===== config.mk =====
export PLATFORM = sky130hd
export DESIGN_NAME = axi_wr_arbiter
export DESIGN_NICKNAME = d
export VERILOG_FILES = /design/src/rtl/axi_arb_pkg.sv /design/src/rtl/axi_wr_arbiter_rr_pick.sv /design/src/rtl/axi_wr_arbiter.sv
export SDC_FILE = /design/constraint.sdc
export NUM_CORES = 1
export LEC_CHECK = 0
export BUFFER_PORTS_ARGS = -buffer_cell sky130_fd_sc_hd__buf_4
export CAP_MARGIN = 25
export CELL_PAD_IN_SITES_DETAIL_PLACEMENT = 1
export CELL_PAD_IN_SITES_GLOBAL_PLACEMENT = 2
export CORE_MARGIN = 4
export CORE_UTILIZATION = 12
export CTS_BUF_LIST = sky130_fd_sc_hd__clkbuf_4
export DETAILED_ROUTE_END_ITERATION = 7
export MAX_ROUTING_LAYER = met4
export PLACE_DENSITY = 0.85
export SYNTH_ARGS = -nofsm -noshare
export SYNTH_HDL_FRONTEND = slang
export SYNTH_SLANG_ARGS = --single-unit

===== constraint.sdc =====
create_clock -name clk -period 2.4 [get_ports clk]
set_input_delay 0.36 -clock clk [delete_from_list [all_inputs] [get_ports clk]]
set_output_delay 0.36 -clock clk [all_outputs]
set_load 0.03 [all_outputs]

===== src/rtl/axi_arb_pkg.sv =====
// Shared types and helpers for the AXI write (and future read) arbiters.
package axi_arb_pkg;

    // Burst life cycle: arbitrate, pass AW, stream W beats, return B.
    typedef enum logic [1:0] {
        IDLE = 2'd0,
        ADDR = 2'd1,
        DATA = 2'd2,
        RESP = 2'd3
    } wr_state_e;

    localparam int NB_MASTER_DEF = 2;
    localparam int IDX_W         = $clog2(NB_MASTER_DEF);

    // Index width for a pool of n requesters, never narrower than one bit.
    function automatic int idx_width(input int n);
        return (n > 1) ? $clog2(n) : 1;
    endfunction

    // Successor of idx on a ring of n requesters.
    function automatic int rr_next(input int idx, input int n);
        return (idx + 1 >= n) ? 0 : idx + 1;
    endfunction

endpackage


===== src/rtl/axi_wr_arbiter_rr_pick.sv =====
// Round-robin picker: first requester after 'last' in ring order.
// Purely combinational so the read arbiter can reuse it unchanged.
module rr_pick
    import axi_arb_pkg::*;
#(
    parameter int NB_MASTER = 2,
    parameter int GNT_W     = idx_width(NB_MASTER)
) (
    input  logic [NB_MASTER-1:0] req,
    input  logic [GNT_W-1:0]     last,
    output logic [GNT_W-1:0]     gnt_idx,
    output logic                 gnt_valid
);

    // Walk the ring starting just after last; the first hit wins, so last itself is checked last.
    always_comb begin
        int cand;
        gnt_idx   = '0;
        gnt_valid = 1'b0;
        cand      = int'(last);
        for (int i = 0; i < NB_MASTER; i++) begin
            cand = rr_next(cand, NB_MASTER);
            if (req[cand] && !gnt_valid) begin
                gnt_idx   = GNT_W'(cand);
                gnt_valid = 1'b1;
            end
        end
    end

endmodule


===== src/rtl/axi_wr_arbiter.sv =====
// Round-robin AXI write arbiter: NB_MASTER masters share one slave port,
// one burst in flight from AW grant to B handshake.
// Handshake rule on every channel: a transfer happens on a rising edge where
// valid and ready are both 1; valid never waits on ready, and no s_*_ready
// output depends combinationally on any m_*_valid input.
module axi_wr_arbiter
    import axi_arb_pkg::*;
#(
    parameter  int NB_MASTER = 2,
    parameter  int ADDR_W    = 32,
    parameter  int DATA_W    = 64,
    parameter  int ID_W      = 1,
    localparam int GNT_W     = idx_width(NB_MASTER),
    localparam int SLV_ID_W  = ID_W + GNT_W
) (
    input  logic                                clk,
    input  logic                                rst,
    input  logic [NB_MASTER-1:0]                m_aw_valid,
    output logic [NB_MASTER-1:0]                m_aw_ready,
    input  logic [NB_MASTER-1:0][ADDR_W-1:0]    m_aw_addr,
    input  logic [NB_MASTER-1:0][7:0]           m_aw_len,
    input  logic [NB_MASTER-1:0][ID_W-1:0]      m_aw_id,
    input  logic [NB_MASTER-1:0]                m_w_valid,
    output logic [NB_MASTER-1:0]                m_w_ready,
    input  logic [NB_MASTER-1:0]                m_w_last,
    input  logic [NB_MASTER-1:0][DATA_W-1:0]    m_w_data,
    input  logic [NB_MASTER-1:0][DATA_W/8-1:0]  m_w_strb,
    output logic [NB_MASTER-1:0]                m_b_valid,
    input  logic [NB_MASTER-1:0]                m_b_ready,
    output logic [1:0]                          m_b_resp,
    output logic [ID_W-1:0]                     m_b_id,
    output logic                                s_aw_valid,
    input  logic                                s_aw_ready,
    output logic [ADDR_W-1:0]                   s_aw_addr,
    output logic [7:0]                          s_aw_len,
    output logic [SLV_ID_W-1:0]                 s_aw_id,
    output logic                                s_w_valid,
    input  logic                                s_w_ready,
    output logic [DATA_W-1:0]                   s_w_data,
    output logic [DATA_W/8-1:0]                 s_w_strb,
    output logic                                s_w_last,
    input  logic                                s_b_valid,
    output logic                                s_b_ready,
    input  logic [1:0]                          s_b_resp,
    input  logic [SLV_ID_W-1:0]                 s_b_id,
    output logic                                busy_o,
    output logic                                proto_err_o,
    output wr_state_e                           state_o
);

    wr_state_e        state;
    logic [GNT_W-1:0] g;
    logic [GNT_W-1:0] last_grant;
    logic [7:0]       cnt;
    logic [GNT_W-1:0] pick_idx;
    logic             pick_valid;
    logic             aw_hs;
    logic             w_hs;
    logic             b_hs;
    logic             err_next;

    rr_pick #(
        .NB_MASTER (NB_MASTER),
        .GNT_W     (GNT_W)
    ) u_pick (
        .req       (m_aw_valid),
        .last      (last_grant),
        .gnt_idx   (pick_idx),
        .gnt_valid (pick_valid)
    );

    // Route the granted master to the slave; only the current phase's handshake is opened.
    always_comb begin
        m_aw_ready = '0;
        m_w_ready  = '0;
        m_b_valid  = '0;
        s_aw_valid = 1'b0;
        s_w_valid  = 1'b0;
        s_b_ready  = 1'b0;
        s_aw_addr  = m_aw_addr[g];
        s_aw_len   = m_aw_len[g];
        s_aw_id    = {g, m_aw_id[g]};
        s_w_data   = m_w_data[g];
        s_w_strb   = m_w_strb[g];
        s_w_last   = (state == DATA) && (cnt == 8'd0);
        m_b_resp   = s_b_resp;
        m_b_id     = s_b_id[ID_W-1:0];
        case (state)
            ADDR: begin
                s_aw_valid    = m_aw_valid[g];
                m_aw_ready[g] = s_aw_ready;
            end
            DATA: begin
                s_w_valid    = m_w_valid[g];
                m_w_ready[g] = s_w_ready;
            end
            RESP: begin
                s_b_ready    = m_b_ready[g];
                m_b_valid[g] = s_b_valid;
            end
            default: ;
        endcase
    end

    assign aw_hs = s_aw_valid & s_aw_ready;
    assign w_hs  = s_w_valid & s_w_ready;
    assign b_hs  = s_b_valid & s_b_ready;

    // A violation is flagged but never alters routing: the beat counter and g stay authoritative.
    always_comb begin
        err_next = 1'b0;
        if (w_hs && (m_w_last[g] != (cnt == 8'd0))) begin
            err_next = 1'b1;
        end
        if (s_b_valid && (state != RESP)) begin
            err_next = 1'b1;
        end
        if (s_b_valid && (state == RESP) && (s_b_id[SLV_ID_W-1:ID_W] != g)) begin
            err_next = 1'b1;
        end
    end

    // Burst sequencer: grant, address, counted data beats, response, then hand the pointer on.
    always_ff @(posedge clk) begin
        if (rst) begin
            state       <= IDLE;
            g           <= '0;
            last_grant  <= GNT_W'(NB_MASTER - 1);
            cnt         <= 8'd0;
            proto_err_o <= 1'b0;
        end else begin
            proto_err_o <= err_next;
            case (state)
                IDLE: begin
                    if (pick_valid) begin
                        g     <= pick_idx;
                        state <= ADDR;
                    end
                end
                ADDR: begin
                    if (aw_hs) begin
                        cnt   <= m_aw_len[g];
                        state <= DATA;
                    end
                end
                DATA: begin
                    if (w_hs) begin
                        if (cnt == 8'd0) begin
                            state <= RESP;
                        end else begin
                            cnt <= cnt - 8'd1;
                        end
                    end
                end
                RESP: begin
                    if (b_hs) begin
                        last_grant <= g;
                        state      <= IDLE;
                    end
                end
                default: state <= IDLE;
            endcase
        end
    end

    assign busy_o  = (state != IDLE);
    assign state_o = state;

endmodule


==> metrics.txt <==
CP max stage delay=400 ps; width of the die=148 um; number of flops mapped to enable cells by yosys=0; Top FF cell, synth=dfxtp_1; total power density per cell area=619 nW/um2; post-CTS setup buffers=0; Syn Std Cell Area=2360 um2; critical path class=flip-flop to output port; Final Util=28.1%; n_diodes=0; area of the core=19,400 um2; final hold violations=0; initial antenna violation count=0; routed wire length=14.7 mm; Synthesized Nets=about 520; post-synthesis sequential area ratio=11.0%; worst slack at placement=376 ps; overall routing resource usage=12.4%; Slew HR=54.6%; top cell type by total area after synthesis=mux2_2; CTS buffer count=3; final instance area=5460 um2; CTS resizes=0; Commonest cells post-synth=mux2_2, nor2_1, dfxtp_1, a21oi_1; initial core utilization=between 10% and 20%; Via density=4.00; filler instances=roughly 2,400; synth unique cells=42; Worst-Margin Slew=around 680 ps; Syn. warnings=0; nature of the critical path startpoint=flip-flop; CTS Root Cell=clkbuf_4; row cnt=51; final hold slack=362 ps; Clock Skew=1.04 ps; most common cell in the netlist=mux2_2; PortBufs=between 300 and 400; final worst-path setup slack=between 150 and 200 ps; H-tree depth=1; routed vias=3,553; Area Growth Syn to Fin=131%; Leak=2.63 nW; largest net degree at the start of global routing=58; top cell type's share of synthesized area=53.9%; Placed Area=5430 um2; Final Max Slew Viols=0; clock sink count=13; max_cap viols=0; initial drt markers=49; CTS Buffer Depth=2; clock latency on the worst-skew pair=280 ps; met2 WL=7.87 mm; Hold-fix buffers, CTS=0; Top Layer Used=met4; DRT met1 WL=a little over 5 mm; antenna viol nets, final=0; share of layout cells above drive strength 1=79.8%; first-pass GRT wire length=20.9 mm; fin crit period=2210 ps; synth top area cells=mux2_2, dfxtp_1, ha_1; wire length per cell=about 16 um; drt drc=0; clock slew at reported path FFs=90 ps; Tot Pwr=about 3.4 mW; TritonRoute pass-1 iters=4; status=finished, final reports clean; arrival time at the worst endpoint=approximately 1900 ps; CTS tree=done; CP max-delay cell=dfxtp_1; worst min path class=primary input to flip-flop; period utilization=92.2%; VDD IR max=0.000197 V; placed cells=884; Seq cells post-synth=13; total gr overflow=0; I/O pin count=374; Die H=approximately 150 um; Die ar.=22,000 um2; RSZ-0062 raised after global routing=false; FFs w/ async S/R, synth=0%; met3 WL=1.44 mm; cell count after synthesis=265; Avg Synthesized Cell Area=8.90 um2; setup total negative slack=0 ps; worst-path cell chain=inv_1 > ha_1 > buf_4 > inv_1 > buf_4 > nor2_1 > buf_4; final setup fails=0; # nets final=874; dpl hpwl=13.2 mm; Max Clk Rate=452 MHz; GP Congestion=0.824; CP required=2040 ps; CP endpoint kind=output port; final cell count without fillers=888; CP most frequent cell=buf_4; CP max FO=12; vias in the first global route=3,846
state kept, by name, indices dropped and copies added (netlist names):
| signal | count |
|---|---|
| cnt | 8 |
| last_grant | 1 |
| state_o | 2 |
| g | 1 |
| proto_err_o | 1 |
layer usage:
| layer | up-vias | track usage [%] |
|---|---|---|
| li1 | 1678 | - |
| met1 | 1663 | 12.8 |
| met2 | 201 | 23.9 |
| met3 | 11 | 3.44 |
| met4 | 0 | 1.89 |
| met5 | - | - |
layout make-up:
cell class	count	area [um2]	area share [%]
clock buffers	4	30.0	0.550
inverters	10	37.5	0.688
multi-input cells	220	1950	35.7
flip-flops and latches	13	264	4.84
well taps	265	332	6.08
repair buffers	376	2850	52.2
placed cells by master, fill, tap and decap left out, types with 2 or more instances in the layout:
master and count:
mux2i_1 5, nor2_1 18, xnor2_1 2, nand3_1 4, dfxtp_1 12, a21o_1 3, mux2_2 113, o21ai_0 9
nor2b_1 6, or3_1 2, nor3_1 4, clkbuf_4 4, buf_4 374, buf_12 2, and3_1 2, a21oi_1 12
inv_1 10, nand2_1 11, ha_1 7
critical path, delay by kind of cell (launching register included):
family	cells	cell delay (ps)
buf+inv	5	880
fa+ha+maj	1	230
flops	1	400
simple gates	1	60
power by group:
group / switching, mW / leakage (nW) / total [mW] / internal (mW)
registers: 0.0895 / 0.107 / 0.375 / 0.285
clock network: 0.0840 / 0.0184 / 0.160 / 0.0759
logic: 1.54 / 2.51 / 2.84 / 1.30
cell families (layout without fill, tap and decap cells):
family          count (synthesis)  after routing  synth area share, %
fa+ha+maj                       7              7                 3.71
buf+inv                        32            390                 6.47
compound gates                 38             38                 10.4
xor+xnor                        2              2                0.742
simple gates                   55             55                 11.6
mux                           118            118                 56.0
flops                          13             13                 11.0
final timing paths:
kind / from / end / slack, ps / cells after the start
setup / recovery: state_o[0] / s_w_valid / 190 / 7
hold / removal: rst / cnt[7] / 360 / 2
setup reg to reg: state_o[0] / cnt[0] / 380 / 8
hold reg to reg: cnt[1] / cnt[1] / 480 / 2
No activity file was read; power rests on OpenSTA's default activity.
